--- src/rtl/continuous_monitoring_system_pkg.sv ---
// Shared trace-item layout for the continuous monitoring transmitter and its receiver.
package continuous_monitoring_system_pkg;

    localparam int unsigned XLEN                                = 64;
    localparam int unsigned CLK_COUNTER_WIDTH                   = 64;
    localparam int unsigned NO_OF_PERFORMANCE_EVENTS            = 4;
    localparam int unsigned PERFORMANCE_EVENT_MOD_COUNTER_WIDTH = 8;
    localparam int unsigned PERF_WIDTH =
        NO_OF_PERFORMANCE_EVENTS * PERFORMANCE_EVENT_MOD_COUNTER_WIDTH;

    localparam int unsigned PC_LOCATION                = PERF_WIDTH;
    localparam int unsigned CLK_COUNTER_DELTA_LOCATION = PC_LOCATION + XLEN;
    localparam int unsigned INSTR_LOCATION             = CLK_COUNTER_DELTA_LOCATION + CLK_COUNTER_WIDTH;
    localparam int unsigned TRACE_ITEM_WIDTH           = INSTR_LOCATION + 32;
    localparam int unsigned AXI_DATA_WIDTH             = TRACE_ITEM_WIDTH;

    // Last member sits at bit 0, so member order mirrors the *_LOCATION offsets.
    typedef struct packed {
        logic [31:0]                  instr;
        logic [CLK_COUNTER_WIDTH-1:0] clk_delta;
        logic [XLEN-1:0]              pc;
        logic [PERF_WIDTH-1:0]        perf_counters;
    } cms_trace_item_t;

endpackage

--- src/rtl/cms_sync_fifo.sv ---
// Synchronous FIFO whose ready/valid flags are flops updated from the next occupancy.
module cms_sync_fifo #(
    parameter int unsigned WIDTH = 8,
    parameter int unsigned DEPTH = 4
) (
    input  logic             clk,
    input  logic             rst,
    input  logic             push_valid,
    input  logic [WIDTH-1:0] push_data,
    output logic             push_ready,
    input  logic             pop_ready,
    output logic             pop_valid,
    output logic [WIDTH-1:0] pop_data
);

    localparam int unsigned AW = $clog2(DEPTH);
    localparam int unsigned CW = AW + 1;

    logic [WIDTH-1:0] mem_q [DEPTH];
    logic [WIDTH-1:0] mem_d [DEPTH];
    logic [AW-1:0]    wr_ptr_q, wr_ptr_d;
    logic [AW-1:0]    rd_ptr_q, rd_ptr_d;
    logic [CW-1:0]    count_q, count_d;
    logic             not_full_q, not_full_d;
    logic             not_empty_q, not_empty_d;
    logic             push_c, pop_c;

    // A full FIFO refuses the push even when the head is popped in the same cycle.
    always_comb begin
        push_c      = push_valid && not_full_q;
        pop_c       = pop_ready && not_empty_q;
        mem_d       = mem_q;
        wr_ptr_d    = wr_ptr_q;
        rd_ptr_d    = rd_ptr_q;
        count_d     = count_q;
        if (push_c) begin
            mem_d[wr_ptr_q] = push_data;
            wr_ptr_d        = wr_ptr_q + AW'(1);
        end
        if (pop_c) begin
            rd_ptr_d = rd_ptr_q + AW'(1);
        end
        case ({push_c, pop_c})
            2'b10:   count_d = count_q + CW'(1);
            2'b01:   count_d = count_q - CW'(1);
            default: count_d = count_q;
        endcase
        not_full_d  = (count_d != CW'(DEPTH));
        not_empty_d = (count_d != CW'(0));
    end

    always_ff @(posedge clk or posedge rst) begin
        if (rst) begin
            for (int i = 0; i < int'(DEPTH); i++) begin
                mem_q[i] <= '0;
            end
            wr_ptr_q    <= '0;
            rd_ptr_q    <= '0;
            count_q     <= '0;
            not_full_q  <= 1'b1;
            not_empty_q <= 1'b0;
        end else begin
            mem_q       <= mem_d;
            wr_ptr_q    <= wr_ptr_d;
            rd_ptr_q    <= rd_ptr_d;
            count_q     <= count_d;
            not_full_q  <= not_full_d;
            not_empty_q <= not_empty_d;
        end
    end

    assign push_ready = not_full_q;
    assign pop_valid  = not_empty_q;
    assign pop_data   = mem_q[rd_ptr_q];

endmodule

--- src/rtl/cms_trace_receiver.sv ---
// AXI-Stream sink for the monitoring trace: buffers items, rebuilds absolute
// clock counts from deltas and checks tlast framing against a programmed interval.
module cms_trace_receiver
    import continuous_monitoring_system_pkg::*;
#(
    parameter int unsigned XLEN           = continuous_monitoring_system_pkg::XLEN,
    parameter int unsigned AXI_DATA_WIDTH = continuous_monitoring_system_pkg::AXI_DATA_WIDTH,
    parameter int unsigned FIFO_DEPTH     = 4
) (
    input  logic                         clk,
    input  logic                         rst,
    input  logic                         S_AXIS_tvalid,
    output logic                         S_AXIS_tready,
    input  logic [AXI_DATA_WIDTH-1:0]    S_AXIS_tdata,
    input  logic                         S_AXIS_tlast,
    input  logic [31:0]                  tlast_interval,
    output logic                         out_valid,
    input  logic                         out_ready,
    output logic [XLEN-1:0]              out_pc,
    output logic [31:0]                  out_instr,
    output logic [CLK_COUNTER_WIDTH-1:0] out_clk_delta,
    output logic [63:0]                  out_clk_abs,
    output logic [PERF_WIDTH-1:0]        out_perf_counters,
    output logic                         out_last,
    output logic [31:0]                  out_frame_index,
    output logic                         framing_error,
    output logic [15:0]                  error_count,
    input  logic                         clear_error
);

    localparam int unsigned PC_LOC    = PERF_WIDTH;
    localparam int unsigned DELTA_LOC = PC_LOC + XLEN;
    localparam int unsigned INSTR_LOC = DELTA_LOC + CLK_COUNTER_WIDTH;
    localparam int unsigned ITEM_W    = INSTR_LOC + 32;
    localparam int unsigned ABS_LOC   = ITEM_W;
    localparam int unsigned IDX_LOC   = ABS_LOC + 64;
    localparam int unsigned ENTRY_W   = IDX_LOC + 32 + 1;

    logic [63:0]          clk_acc_q, clk_acc_d;
    logic [31:0]          beat_idx_q, beat_idx_d;
    logic                 framing_error_q, framing_error_d;
    logic [15:0]          error_count_q, error_count_d;
    logic                 accept_c, framing_on_c, last_beat_c, frame_err_c;
    logic [ENTRY_W-1:0]   push_entry_c, head_c;

    if (AXI_DATA_WIDTH > ITEM_W) begin : g_hi_bits
        logic unused_hi_c;
        assign unused_hi_c = ^S_AXIS_tdata[AXI_DATA_WIDTH-1:ITEM_W];
    end

    always_comb begin
        clk_acc_d       = clk_acc_q;
        beat_idx_d      = beat_idx_q;
        framing_error_d = framing_error_q;
        error_count_d   = error_count_q;

        accept_c     = S_AXIS_tvalid && S_AXIS_tready;
        framing_on_c = (tlast_interval != 32'd0);
        last_beat_c  = (beat_idx_q == tlast_interval - 32'd1);
        frame_err_c  = accept_c && framing_on_c && (S_AXIS_tlast != last_beat_c);

        if (accept_c) begin
            clk_acc_d = clk_acc_q + 64'(S_AXIS_tdata[DELTA_LOC +: CLK_COUNTER_WIDTH]);
            if (S_AXIS_tlast || (framing_on_c && last_beat_c)) begin
                beat_idx_d = 32'd0;
            end else if (beat_idx_q != 32'hFFFF_FFFF) begin
                beat_idx_d = beat_idx_q + 32'd1;
            end
        end

        // A clear coincident with a fresh error leaves exactly that one error recorded.
        if (clear_error) begin
            framing_error_d = frame_err_c;
            error_count_d   = frame_err_c ? 16'd1 : 16'd0;
        end else if (frame_err_c) begin
            framing_error_d = 1'b1;
            if (error_count_q != 16'hFFFF) begin
                error_count_d = error_count_q + 16'd1;
            end
        end

        push_entry_c = {S_AXIS_tlast, beat_idx_q, clk_acc_d, S_AXIS_tdata[ITEM_W-1:0]};
    end

    always_ff @(posedge clk or posedge rst) begin
        if (rst) begin
            clk_acc_q       <= '0;
            beat_idx_q      <= '0;
            framing_error_q <= 1'b0;
            error_count_q   <= '0;
        end else begin
            clk_acc_q       <= clk_acc_d;
            beat_idx_q      <= beat_idx_d;
            framing_error_q <= framing_error_d;
            error_count_q   <= error_count_d;
        end
    end

    cms_sync_fifo #(
        .WIDTH (ENTRY_W),
        .DEPTH (FIFO_DEPTH)
    ) u_fifo (
        .clk        (clk),
        .rst        (rst),
        .push_valid (S_AXIS_tvalid),
        .push_data  (push_entry_c),
        .push_ready (S_AXIS_tready),
        .pop_ready  (out_ready),
        .pop_valid  (out_valid),
        .pop_data   (head_c)
    );

    assign out_perf_counters = head_c[0 +: PERF_WIDTH];
    assign out_pc            = head_c[PC_LOC +: XLEN];
    assign out_clk_delta     = head_c[DELTA_LOC +: CLK_COUNTER_WIDTH];
    assign out_instr         = head_c[INSTR_LOC +: 32];
    assign out_clk_abs       = head_c[ABS_LOC +: 64];
    assign out_frame_index   = head_c[IDX_LOC +: 32];
    assign out_last          = head_c[ENTRY_W-1];
    assign framing_error     = framing_error_q;
    assign error_count       = error_count_q;

endmodule
--- config.mk ---
export PLATFORM = sky130hd
export DESIGN_NAME = cms_trace_receiver
export DESIGN_NICKNAME = d
export VERILOG_FILES = /design/src/rtl/continuous_monitoring_system_pkg.sv /design/src/rtl/cms_sync_fifo.sv /design/src/rtl/cms_trace_receiver.sv
export SDC_FILE = /design/constraint.sdc
export NUM_CORES = 2
export LEC_CHECK = 0
export CORE_MARGIN = 3
export CORE_UTILIZATION = 55
export DETAILED_ROUTE_END_ITERATION = 10
export PLACE_DENSITY = 0.77
export SYNTH_ARGS = -nofsm -noshare
export SYNTH_HDL_FRONTEND = slang
export SYNTH_SLANG_ARGS = --single-unit
--- constraint.sdc ---
create_clock -name clk -period 50.8 [get_ports clk]
set_input_delay 10.16 -clock clk [delete_from_list [all_inputs] [get_ports clk]]
set_output_delay 10.16 -clock clk [all_outputs]
set_load 0.03 [all_outputs]
==> qor.csv <==
stage,metric,value,unit
sta,"Slew Viols, Final",0,
global_route,first-pass GRT wire length,277.9,mm
cts,clock latency on the worst-skew pair,0.75,ns
logic_synthesis,Post-Syn Nets,6776,
worst_setup_path,crit end category,output pin,
logic_synthesis,Netlist Area Pre-Place,60760,um2
worst_setup_path,kind of critical path,reg2out,
logic_synthesis,"count leader, synth",nand2_1,
final_layout,Layout area overhead,17.55,%
final_layout,nets@finish,7077,
cts,clock slew at reported path FFs,0.06,ns
floorplan,die height,338.4,um
global_route,Overflow after GRT,0,
cts,CTS tree,built,
logic_synthesis,yosys warns,0,
worst_setup_path,nature of the critical path startpoint,flip-flop,
floorplan,Die ar.,114500,um2
logic_synthesis,Cells after Synth,6472,
global_route,vias in the first global route,49560,
cts,CTS Sinks,1278,
sta,max frequency,66.74,MHz
global_route,pin count of the biggest net entering global routing,195,
floorplan,Core Area,109300,um2
detailed_routing,"wirelength, routed",174.1,mm
worst_setup_path,worst-path fanout max,47,
detailed_routing,via count,48940,
run,MaxCap Viol Count,0,
logic_synthesis,number of synthesized register bits,1278,
sta,"Hold Vio Cnt, Final",0,
floorplan,# rows,121,
logic_synthesis,largest cells by area after synthesis,"dfrtp_1 (53%), nand2_1 (19%), mux4_2 (11%), o21ai_0 (3.0%), clkbuf_1 (2.3%)",
sta,clk_skew,0.02297,ns
detailed_routing,Residual DRC,0,
floorplan,initial core utilization,55.59,%
sta,Final period util,29.50,%
min_path,Min-Delay Path Class,reg2reg,
detailed_routing,DR WL/cell,20.79,um
cts,post-CTS setup buffers,0,
placed_design,IO buf count,537,
logic_synthesis,Synth cell types,86,
sta,Setup TNS,0,ns
power_and_ir_drop,Pwr Density,71.52,nW/um2
floorplan,boundary pin count,538,
logic_synthesis,Post-Syn Area per Cell,9.389,um2
cts,CTS resizes,0,
power_and_ir_drop,Static Leakage,34.45,nW
cts,hold_buf cts,0,
placed_design,GPL Wtd Cong,0.9419,
detailed_routing,Starting DRT DRC Count,4777,
power_and_ir_drop,Tot Pwr,5.108,mW
floorplan,Die W,338.4,um
cts,clk buf depth,3,
logic_synthesis,post-synth top area share,52.59,%
detailed_routing,routed vias/inst,5.845,
logic_synthesis,leading area contributor after synthesis,dfrtp_1,
run_status,status,"complete, no violations",
worst_setup_path,WP data required,40.64,ns
power_and_ir_drop,Peak VDD IR,0.05628,mV
cts,CTS root buf,clkbuf_16,
detailed_routing,Post-DRT Antenna Nets,0,
logic_synthesis,post-synthesis async set-or-reset flop share,100.0,%
placed_design,HPWL Detailed,107.2,mm
logic_synthesis,sequential area share after synthesis,52.63,%
sta,fin crit period,14.98,ns
logic_synthesis,"top cells by count, synth","nand2_1 (3,027), dfrtp_1 (1,277), clkbuf_1 (375), o21ai_0 (367), mux4_2 (289)",
global_route,GRT Util Overall,30.36,%
global_route,initial antenna violation count,22,
logic_synthesis,Main synth FF type,dfrtp_1,
cts,H-tree level count,4,
worst_setup_path,"Arr. time, crit path",4.82,ns
cts,CTS buffer count,138,
sta,RSZ-0062 raised after global routing,false,
sta,worst rel slew slack,3.889,%
sta,setup violators final,0,
sta,worst-margin pin slew,1.442,ns
logic_synthesis,Post-synth EDFFs,0,
detailed_routing,drt pass-1 iters,8,
final_layout,ratio of cells with drive above 1 in the final layout,8.828,%
-- kinds of logic after synthesis --
family / after synthesis / share of synthesized area (%)
XOR/XNOR: 117 / 1.686
multiplexers: 320 / 11.27
buffers and inverters: 474 / 2.942
adder cells (fa/ha/maj): 74 / 1.548
AND/OR/NAND/NOR: 3530 / 23.34
AO/OA/AOI/OAI: 679 / 6.583
flip-flops: 1278 / 52.63
-- sequential cells by signal, summed over array words and instances (netlist names) --
register,count
clk_acc_q,64
u_fifo.pop_valid,1
error_count,16
u_fifo.wr_ptr_q,2
u_fifo.push_ready,1
u_fifo.count_q,3
u_fifo.mem_q,1156
framing_error,1
beat_idx_q,32
u_fifo.rd_ptr_q,2
-- metal layers --
layer  vias to the layer above  part of all wire (%)  track usage [%]
li1                      22120                     -                -
met2                      1906                    49            49.43
met1                     24550                    40            40.11
met3                       374                   7.0            5.365
met5                         -                     0                0
met4                         0                   4.4            13.89
-- worst paths after layout --
kind | startpoint | endpoint | slack (ns) | cells past startpoint
worst max-delay path | u_fifo.rd_ptr_q[0]$_DFFE_PP0P_ | out_perf_counters[17] | 35.82 | 4
worst min-delay path | u_fifo.mem_q[45]$_DFFE_PP0P_ | u_fifo.mem_q[45]$_DFFE_PP0P_ | 0.47 | 2
worst max register to register | beat_idx_q[2]$_DFFE_PP0P_ | beat_idx_q[10]$_DFFE_PP0P_ | 46.25 | 9
worst min register to register | u_fifo.mem_q[45]$_DFFE_PP0P_ | u_fifo.mem_q[45]$_DFFE_PP0P_ | 0.47 | 2
max in group asynchronous | rst | u_fifo.mem_q[987]$_DFFE_PP0P_ | 36.71 | 6
min in group asynchronous | rst | u_fifo.mem_q[669]$_DFFE_PP0P_ | 10.04 | 2
-- report_power, final --
part / total, mW / internal [mW] / switching, mW / leakage, nW
clock: 0.995 / 0.582 / 0.413 / 2.20
combinational: 2.44 / 0.961 / 1.48 / 16.0
sequential: 1.68 / 1.43 / 0.243 / 16.2
total: 5.11 / 2.98 / 2.13 / 34.4
-- worst max-delay path, cell delays in order (launching register included) --
cell             delay [ns]
dfrtp_4                1.01
buf_4                  0.80
buf_4                  0.93
mux4_2                 0.61
clkdlybuf4s50_1        0.69
-- layout make-up --
type / count / area (um2)
Antenna cell: 21 / 52.55
Sequential cell: 1278 / 31990
Fill cell: 8487 / 37880
Timing Repair Buffer: 591 / 5856
Tap cell: 1476 / 1847
Clock inverter: 38 / 411.6
Inverter: 44 / 175.2
Multi-Input combinational cell: 4720 / 27050
Clock buffer: 205 / 4049
-- per-stage QoR --
stage,util [%],cell area [um2],std cells,setup slack [ns],hold WS [ns]
global route,65.34,71430,8373,35.41,0.4785
CTS,65.30,71370,8352,35.55,0.4707
floorplan,-,60760,6472,4.624,0.4403
finish,65.34,71430,8373,35.82,0.4674
global placement,61.22,66910,8109,35.57,0.4510
detailed placement,61.22,66910,8109,35.38,0.4570
-- layout by cell type, fill, tap and decap left out, types with 20 or more instances in the layout --
master / count
diode_2: 21
clkbuf_8: 28
nand3_1: 79
a21oi_1: 107
o31ai_1: 27
nand4_1: 48
clkdlybuf4s50_1: 537
clkinv_2: 21
o21ai_0: 367
inv_1: 41
xor2_1: 58
buf_4: 48
or4_1: 28
nor2b_1: 25
ha_1: 72
nor3_1: 58
a21o_1: 43
dfrtp_1: 1275
clkbuf_16: 141
clkbuf_1: 36
nand2_1: 3023
nor2_1: 129
mux4_2: 289
and3_1: 20
xnor2_1: 59
No activity file was read; power rests on OpenSTA's default activity.
